`src/rtl/count_pkg.sv`:
```
// Shared constants, state encoding and the double-dabble nibble correction
// used by the counter-to-BCD conversion path.
package count_pkg;

  localparam int COUNT_WIDTH = 8;
  localparam int BCD_DIGITS  = 3;
  localparam int NIBBLE_W    = 4;

  typedef logic [1:0] state_t;

  localparam logic [1:0] ST_IDLE  = 2'd0;
  localparam logic [1:0] ST_SHIFT = 2'd1;
  localparam logic [1:0] ST_DONE  = 2'd2;

  // A nibble of 5 or more would overflow past 9 once doubled, so it is
  // pre-biased by 3; the carry then lands in the next nibble after the shift.
  function automatic logic [3:0] dabble_adj(input logic [3:0] nib);
    logic [3:0] res;
    if (nib >= 4'd5) begin
      res = nib + 4'd3;
    end else begin
      res = nib;
    end
    return res;
  endfunction

endpackage

```
`src/rtl/bcd_digit_adj.sv`:
```
// One BCD digit of the shift-and-add-3 datapath: combinational ">= 5 add 3".
module bcd_digit_adj
  import count_pkg::*;
(
  input  logic [3:0] digit_i,
  output logic [3:0] digit_o
);

  // Pure per-digit correction, no carry into neighbouring digits
  always_comb begin
    digit_o = dabble_adj(digit_i);
  end

endmodule

```
`src/rtl/count_bcd_converter.sv`:
```
// Sequential binary-to-BCD converter fed by the free-running counter:
// valid/ready capture, one double-dabble step per clock, valid/ready result.
module count_bcd_converter
  import count_pkg::*;
#(
  parameter int WIDTH  = COUNT_WIDTH,
  parameter int DIGITS = BCD_DIGITS
) (
  input  logic                         clk,
  input  logic                         rst_n,
  input  logic                         in_valid,
  output logic                         in_ready,
  input  logic [WIDTH-1:0]             in_data,
  output logic                         out_valid,
  input  logic                         out_ready,
  output logic [NIBBLE_W*DIGITS-1:0]   out_bcd
);

  localparam int BCD_W = NIBBLE_W * DIGITS;
  localparam int CNT_W = $clog2(WIDTH + 1);
  localparam logic [CNT_W-1:0] LAST_CNT = CNT_W'(WIDTH - 1);
  localparam logic [CNT_W-1:0] CNT_ONE  = CNT_W'(1);

  state_t             state_q, state_d;
  logic [WIDTH-1:0]   bin_q, bin_d;
  logic [BCD_W-1:0]   bcd_q, bcd_d;
  logic [CNT_W-1:0]   cnt_q, cnt_d;
  logic               out_valid_q, out_valid_d;
  logic [BCD_W-1:0]   out_bcd_q, out_bcd_d;

  logic [BCD_W-1:0]   bcd_adj_s;
  logic [BCD_W-1:0]   bcd_shift_s;
  logic [WIDTH-1:0]   bin_shift_s;
  logic               in_ready_s;
  logic               in_hs_s;
  logic               out_hs_s;

  for (genvar g = 0; g < DIGITS; g++) begin : g_adj
    bcd_digit_adj u_adj (
      .digit_i (bcd_q[g*NIBBLE_W +: NIBBLE_W]),
      .digit_o (bcd_adj_s[g*NIBBLE_W +: NIBBLE_W])
    );
  end

  // Handshake qualifiers; in_ready also drops while reset is asserted
  always_comb begin
    in_ready_s = (state_q == ST_IDLE) && rst_n;
    in_hs_s    = in_valid && in_ready_s;
    out_hs_s   = out_valid_q && out_ready;
  end

  // {BCD, bin} shifted left by one after the per-digit correction
  always_comb begin
    bcd_shift_s = {bcd_adj_s[BCD_W-2:0], bin_q[WIDTH-1]};
    bin_shift_s = {bin_q[WIDTH-2:0], 1'b0};
  end

  // FSM and datapath next-state
  always_comb begin
    state_d     = state_q;
    bin_d       = bin_q;
    bcd_d       = bcd_q;
    cnt_d       = cnt_q;
    out_valid_d = out_valid_q;
    out_bcd_d   = out_bcd_q;
    case (state_q)
      ST_IDLE: begin
        if (in_hs_s) begin
          state_d = ST_SHIFT;
          bin_d   = in_data;
          bcd_d   = {BCD_W{1'b0}};
          cnt_d   = {CNT_W{1'b0}};
        end else begin
          state_d = ST_IDLE;
        end
      end
      ST_SHIFT: begin
        bin_d = bin_shift_s;
        bcd_d = bcd_shift_s;
        cnt_d = cnt_q + CNT_ONE;
        // Terminal count forces the exit, so the counter never wraps
        if (cnt_q == LAST_CNT) begin
          state_d     = ST_DONE;
          out_valid_d = 1'b1;
          out_bcd_d   = bcd_shift_s;
        end else begin
          state_d = ST_SHIFT;
        end
      end
      ST_DONE: begin
        if (out_hs_s) begin
          state_d     = ST_IDLE;
          out_valid_d = 1'b0;
        end else begin
          state_d = ST_DONE;
        end
      end
      default: begin
        state_d     = ST_IDLE;
        out_valid_d = 1'b0;
      end
    endcase
  end

  // State and datapath registers; reset discards any conversion in flight
  always_ff @(posedge clk) begin
    if (!rst_n) begin
      state_q     <= ST_IDLE;
      bin_q       <= {WIDTH{1'b0}};
      bcd_q       <= {BCD_W{1'b0}};
      cnt_q       <= {CNT_W{1'b0}};
      out_valid_q <= 1'b0;
      out_bcd_q   <= {BCD_W{1'b0}};
    end else begin
      state_q     <= state_d;
      bin_q       <= bin_d;
      bcd_q       <= bcd_d;
      cnt_q       <= cnt_d;
      out_valid_q <= out_valid_d;
      out_bcd_q   <= out_bcd_d;
    end
  end

  assign in_ready  = in_ready_s;
  assign out_valid = out_valid_q;
  assign out_bcd   = out_bcd_q;

endmodule

```
`config.mk`:
```
export PLATFORM = sky130hd
export DESIGN_NAME = count_bcd_converter
export DESIGN_NICKNAME = d
export VERILOG_FILES = /design/src/rtl/count_pkg.sv /design/src/rtl/bcd_digit_adj.sv /design/src/rtl/count_bcd_converter.sv
export SDC_FILE = /design/constraint.sdc
export NUM_CORES = 1
export LEC_CHECK = 0
export ABC_AREA = 1
export ABC_CLOCK_PERIOD_IN_PS = 3300
export BUFFER_PORTS_ARGS = -buffer_cell sky130_fd_sc_hd__buf_4
export CORE_MARGIN = 2
export CORE_UTILIZATION = 55
export DETAILED_ROUTE_END_ITERATION = 16
export HOLD_SLACK_MARGIN = 0.03
export PLACE_DENSITY = 0.76
export SLEW_MARGIN = 5
export SYNTH_ARGS = -nofsm -noshare
export SYNTH_HDL_FRONTEND = slang
export SYNTH_HIERARCHICAL = 1
export SYNTH_SLANG_ARGS = --single-unit
export TNS_END_PERCENT = 50
```
`constraint.sdc`:
```
create_clock -name clk -period 3.3 [get_ports clk]
set_input_delay 0.825 -clock clk [delete_from_list [all_inputs] [get_ports clk]]
set_output_delay 0.825 -clock clk [all_outputs]
set_load 0.02 [all_outputs]
```
==> flow_summary.html <==
<table>
<tr><th>Metric</th><th>Value</th></tr>
<tr><th colspan="2">Status</th></tr>
<tr><td>Outcome</td><td>completed</td></tr>
<tr><th colspan="2">Drt</th></tr>
<tr><td>Wire length per cell after detailed routing</td><td>about 11 µm</td></tr>
<tr><td>Vias post-DR</td><td>about 1.8k</td></tr>
<tr><td>1st-iter DRT viols</td><td>just over 60</td></tr>
<tr><td>Via count normalized by instance count</td><td>between 5 and 6</td></tr>
<tr><td>Residual DRC</td><td>0</td></tr>
<tr><td>Post-Route WL</td><td>about 3900 µm</td></tr>
<tr><td>Final ANT Viol Nets</td><td>0</td></tr>
<tr><td>First-pass detailed-route iteration total</td><td>4</td></tr>
<tr><th colspan="2">Pwr</th></tr>
<tr><td>Leakage</td><td>0.000943 µW</td></tr>
<tr><td>Worst voltage drop across the vdd grid</td><td>around 0.3 mV</td></tr>
<tr><td>Share of total power in the clock network</td><td>between 40% and 50%</td></tr>
<tr><td>Switching Share</td><td>24.7%</td></tr>
<tr><td>Flop pwr share</td><td>roughly 50%</td></tr>
<tr><td>Pwr Density</td><td>roughly 420 nW/µm²</td></tr>
<tr><td>Combinational Power Share</td><td>just under 9%</td></tr>
<tr><td>Internal</td><td>742 µW</td></tr>
<tr><td>Net load switching power</td><td>between 200 and 250 µW</td></tr>
<tr><th colspan="2">Synth</th></tr>
<tr><td>Count of mapped cells out of synthesis</td><td>280</td></tr>
<tr><td>Net count after synthesis</td><td>around 300</td></tr>
<tr><td>Summed instance area of the synthesized netlist</td><td>2070 µm²</td></tr>
<tr><td>Average cell area after synthesis</td><td>7.40 µm²</td></tr>
<tr><td>Number of synthesis warnings</td><td>6</td></tr>
<tr><th colspan="2">GRT</th></tr>
<tr><td>Met2 Track Usage GR</td><td>between 30% and 40%</td></tr>
<tr><td>Antenna violations before repair</td><td>0</td></tr>
<tr><td>Global routing met1 resource utilization</td><td>around a quarter</td></tr>
<tr><td>GRT Resource Usage Total</td><td>20.7%</td></tr>
<tr><td>Overflow left after global routing</td><td>0</td></tr>
<tr><td>Most heavily used metal layer in global routing</td><td>met2</td></tr>
<tr><td>Number of global-route vias before repair</td><td>about 1.6k</td></tr>
<tr><td>First-pass GRT wire length</td><td>approximately 6900 µm</td></tr>
<tr><td>Maximum number of pins on one net before global-route repair</td><td>40</td></tr>
<tr><td>Met3 track demand over resource in global routing</td><td>under 10%</td></tr>
<tr><th colspan="2">STA</th></tr>
<tr><td>Share of the cycle needed by the critical path after routing</td><td>70.4%</td></tr>
<tr><td>Min Tclk post-route</td><td>around 2.3 ns</td></tr>
<tr><td>Unrepaired setup endpoints after global routing</td><td>no</td></tr>
<tr><td>Clock tree skew after final layout</td><td>just under 0.01 ns</td></tr>
<tr><td>Final count of pins violating max slew</td><td>0</td></tr>
<tr><td>Fin. Hold Viols</td><td>0</td></tr>
<tr><td>Actual slew at the worst max-slew pin</td><td>0.733 ns</td></tr>
<tr><td>Remaining max-slew budget at the tightest pin</td><td>51.1%</td></tr>
<tr><td>Max Clk Rate</td><td>~430 MHz</td></tr>
<tr><td>Number of setup violations in the final report</td><td>0</td></tr>
<tr><td>Worst Setup Slack, final</td><td>about 1 ns</td></tr>
<tr><td>Setup TNS after final layout</td><td>0 ns</td></tr>
<tr><th colspan="2">Cells and area</th></tr>
<tr><td>N_diodes</td><td>0</td></tr>
<tr><td>Fin cells</td><td>348</td></tr>
<tr><td>Top library cells by usage in the layout, fill and taps aside</td><td>sky130_fd_sc_hd__nand2_1 (57), sky130_fd_sc_hd__nor2_1 (44), sky130_fd_sc_hd__dfxtp_1 (39)</td></tr>
<tr><td>Fillers</td><td>between 300 and 400</td></tr>
<tr><td>Summed area of non-filler cells in the final layout</td><td>approximately 2300 µm²</td></tr>
<tr><td>Number of nets at the end of the flow</td><td>318</td></tr>
<tr><td>Proportion of layout cells with a drive suffix above 1</td><td>between 20% and 30%</td></tr>
<tr><td>Most common cell after layout, fill and taps aside</td><td>sky130_fd_sc_hd__nand2_1</td></tr>
<tr><td>Area Growth Syn to Fin</td><td>12.4%</td></tr>
<tr><th colspan="2">Floorplan</th></tr>
<tr><td>Horizontal die dimension</td><td>65.4 µm</td></tr>
<tr><td>Number of ports placed on the die boundary</td><td>26</td></tr>
<tr><td>Die outline height</td><td>between 60 and 70 µm</td></tr>
<tr><td>Core area</td><td>approximately 3600 µm²</td></tr>
<tr><td>Starting density of the core</td><td>between 50% and 60%</td></tr>
<tr><td>Die Footprint</td><td>4270 µm²</td></tr>
<tr><td># rows</td><td>22</td></tr>
<tr><th colspan="2">CTS</th></tr>
<tr><td>CTS Buf Count</td><td>5</td></tr>
<tr><td>Number of gates resized after CTS</td><td>0</td></tr>
<tr><td>CTS sink cnt</td><td>39</td></tr>
<tr><td>CTS Hold Buffers Added</td><td>0</td></tr>
<tr><td>Clk Latency, worst-skew pair</td><td>0.30 ns</td></tr>
<tr><td>Number of setup buffers added after CTS</td><td>0</td></tr>
<tr><td>Clock input transition at the sequential cells of the worst setup and hold paths</td><td>0.09 ns</td></tr>
<tr><td>Clock tree from TritonCTS</td><td>done</td></tr>
<tr><td>Number of buffers on the longest clock path</td><td>2</td></tr>
<tr><td>Level count of the clock H-tree</td><td>2</td></tr>
<tr><td>Clock tree root driver cell</td><td>sky130_fd_sc_hd__clkbuf_8</td></tr>
<tr><th colspan="2">Setup path</th></tr>
<tr><td>Required time worst endpoint</td><td>2.47 ns</td></tr>
<tr><td>Crit-path cells</td><td>buf_4, clkinv_1, nor3_1, buf_4</td></tr>
<tr><td>Dominant cell type by count on the critical path</td><td>sky130_fd_sc_hd__buf_4</td></tr>
<tr><td>Critical-path top delay cell</td><td>sky130_fd_sc_hd__buf_4</td></tr>
<tr><td>Longest individual stage delay on the worst path</td><td>around 0.23 ns</td></tr>
<tr><td>Capturing element type of the critical path</td><td>output port</td></tr>
<tr><td>Data arrival, critical path</td><td>around 1.5 ns</td></tr>
<tr><td>Worst Setup Start Kind</td><td>input port</td></tr>
<tr><td>Type of the setup path with the least slack</td><td>input port to output port</td></tr>
<tr><td>Number of buffers and inverters on the critical path</td><td>3</td></tr>
<tr><td>R2R depth</td><td>6</td></tr>
<tr><td>Family with the most delay on the worst path</td><td>buffers and inverters</td></tr>
<tr><td>Maximum fanout along the worst path</td><td>24</td></tr>
<tr><td>Path length in cells of the critical path</td><td>4</td></tr>
<tr><th colspan="2">Place</th></tr>
<tr><td>Total of buffers placed on input and output ports</td><td>25</td></tr>
<tr><td>Setup WS pre-CTS</td><td>~1 ns</td></tr>
<tr><td>Cell total after placement</td><td>340</td></tr>
<tr><td>HPWL reported at the end of detailed placement</td><td>2550 µm</td></tr>
<tr><td>Area of placed instances</td><td>2210 µm²</td></tr>
<tr><td>Weighted congestion reported at the end of routability-driven placement</td><td>a little over 0.8</td></tr>
<tr><th colspan="2">Hold path</th></tr>
<tr><td>Worst Hold Depth</td><td>2</td></tr>
<tr><td>Hold Crit Class</td><td>flop to flop</td></tr>
<tr><th colspan="2">Run</th></tr>
<tr><td>Max Cap Viol</td><td>0</td></tr>
</table>
[power by group through the flow]
stage / registers [µW] / logic, µW / clock network (µW)
floorplan: 499 / 76.9 / 0
global placement: 503 / 86.8 / 0
detailed placement: 503 / 87.4 / 0
CTS: 492 / 87.7 / 411
global route: 494 / 100 / 429
finish: 492 / 87.7 / 406
[worst register-to-register path, cell delays in order, from the launching register on]
cell                      delay [ns]
sky130_fd_sc_hd__dfxtp_1        0.60
sky130_fd_sc_hd__nand2_4        0.36
sky130_fd_sc_hd__inv_4          0.29
sky130_fd_sc_hd__nand2_2        0.22
sky130_fd_sc_hd__inv_2          0.27
sky130_fd_sc_hd__nor2_1         0.07
sky130_fd_sc_hd__nor2_1         0.11
[through the flow]
step	utilization [%]	hold WS, ns	total power, µW
after floorplan	-	0.451	576
after detailed placement	61.0	0.467	591
after CTS	64.0	0.477	991
final	64.0	0.471	986
after global routing	64.0	0.494	1020
after global placement	61.0	0.462	590
[state kept, by name, summed over array words and instances, names as in the netlist]
register	cells
out_valid	1
bcd_q	12
bin_q	8
out_bcd	12
cnt_q	4
state_q	2
[area by class of cell]
| cell class | instances | area (µm²) | share of cell area (%) |
|---|---|---|---|
| Sequential cell | 39 | 781 | 33.5 |
| Inverter | 17 | 66.3 | 2.85 |
| Clock inverter | 3 | 43.8 | 1.88 |
| Multi-Input combinational cell | 210 | 1110 | 47.8 |
| Clock buffer | 5 | 68.8 | 2.96 |
| Tap cell | 48 | 60.1 | 2.58 |
| Timing Repair Buffer | 26 | 195 | 8.39 |
[per-layer routing]
layer	routed length [µm]	vias to the layer above	share of wire (%)
li1	-	949	-
met1	1900	787	49
met2	1800	31	46
met3	149	8	3.8
met4	57	0	1.5
met5	0	-	0
[path summary, 6_finish.rpt]
| kind | startpoint | endpoint | slack [ns] |
|---|---|---|---|
| max reg2reg | state_q[0]$_SDFF_PN0_ | out_bcd[1]$_SDFFE_PN0P_ | 1.35 |
| min reg2reg | bin_q[7]$_SDFFE_PN0P_ | bcd_q[0]$_SDFFE_PN0P_ | 0.47 |
| min | bin_q[7]$_SDFFE_PN0P_ | bcd_q[0]$_SDFFE_PN0P_ | 0.47 |
| max | rst_n | in_ready | 0.98 |
(Power assumes the default switching activity.)
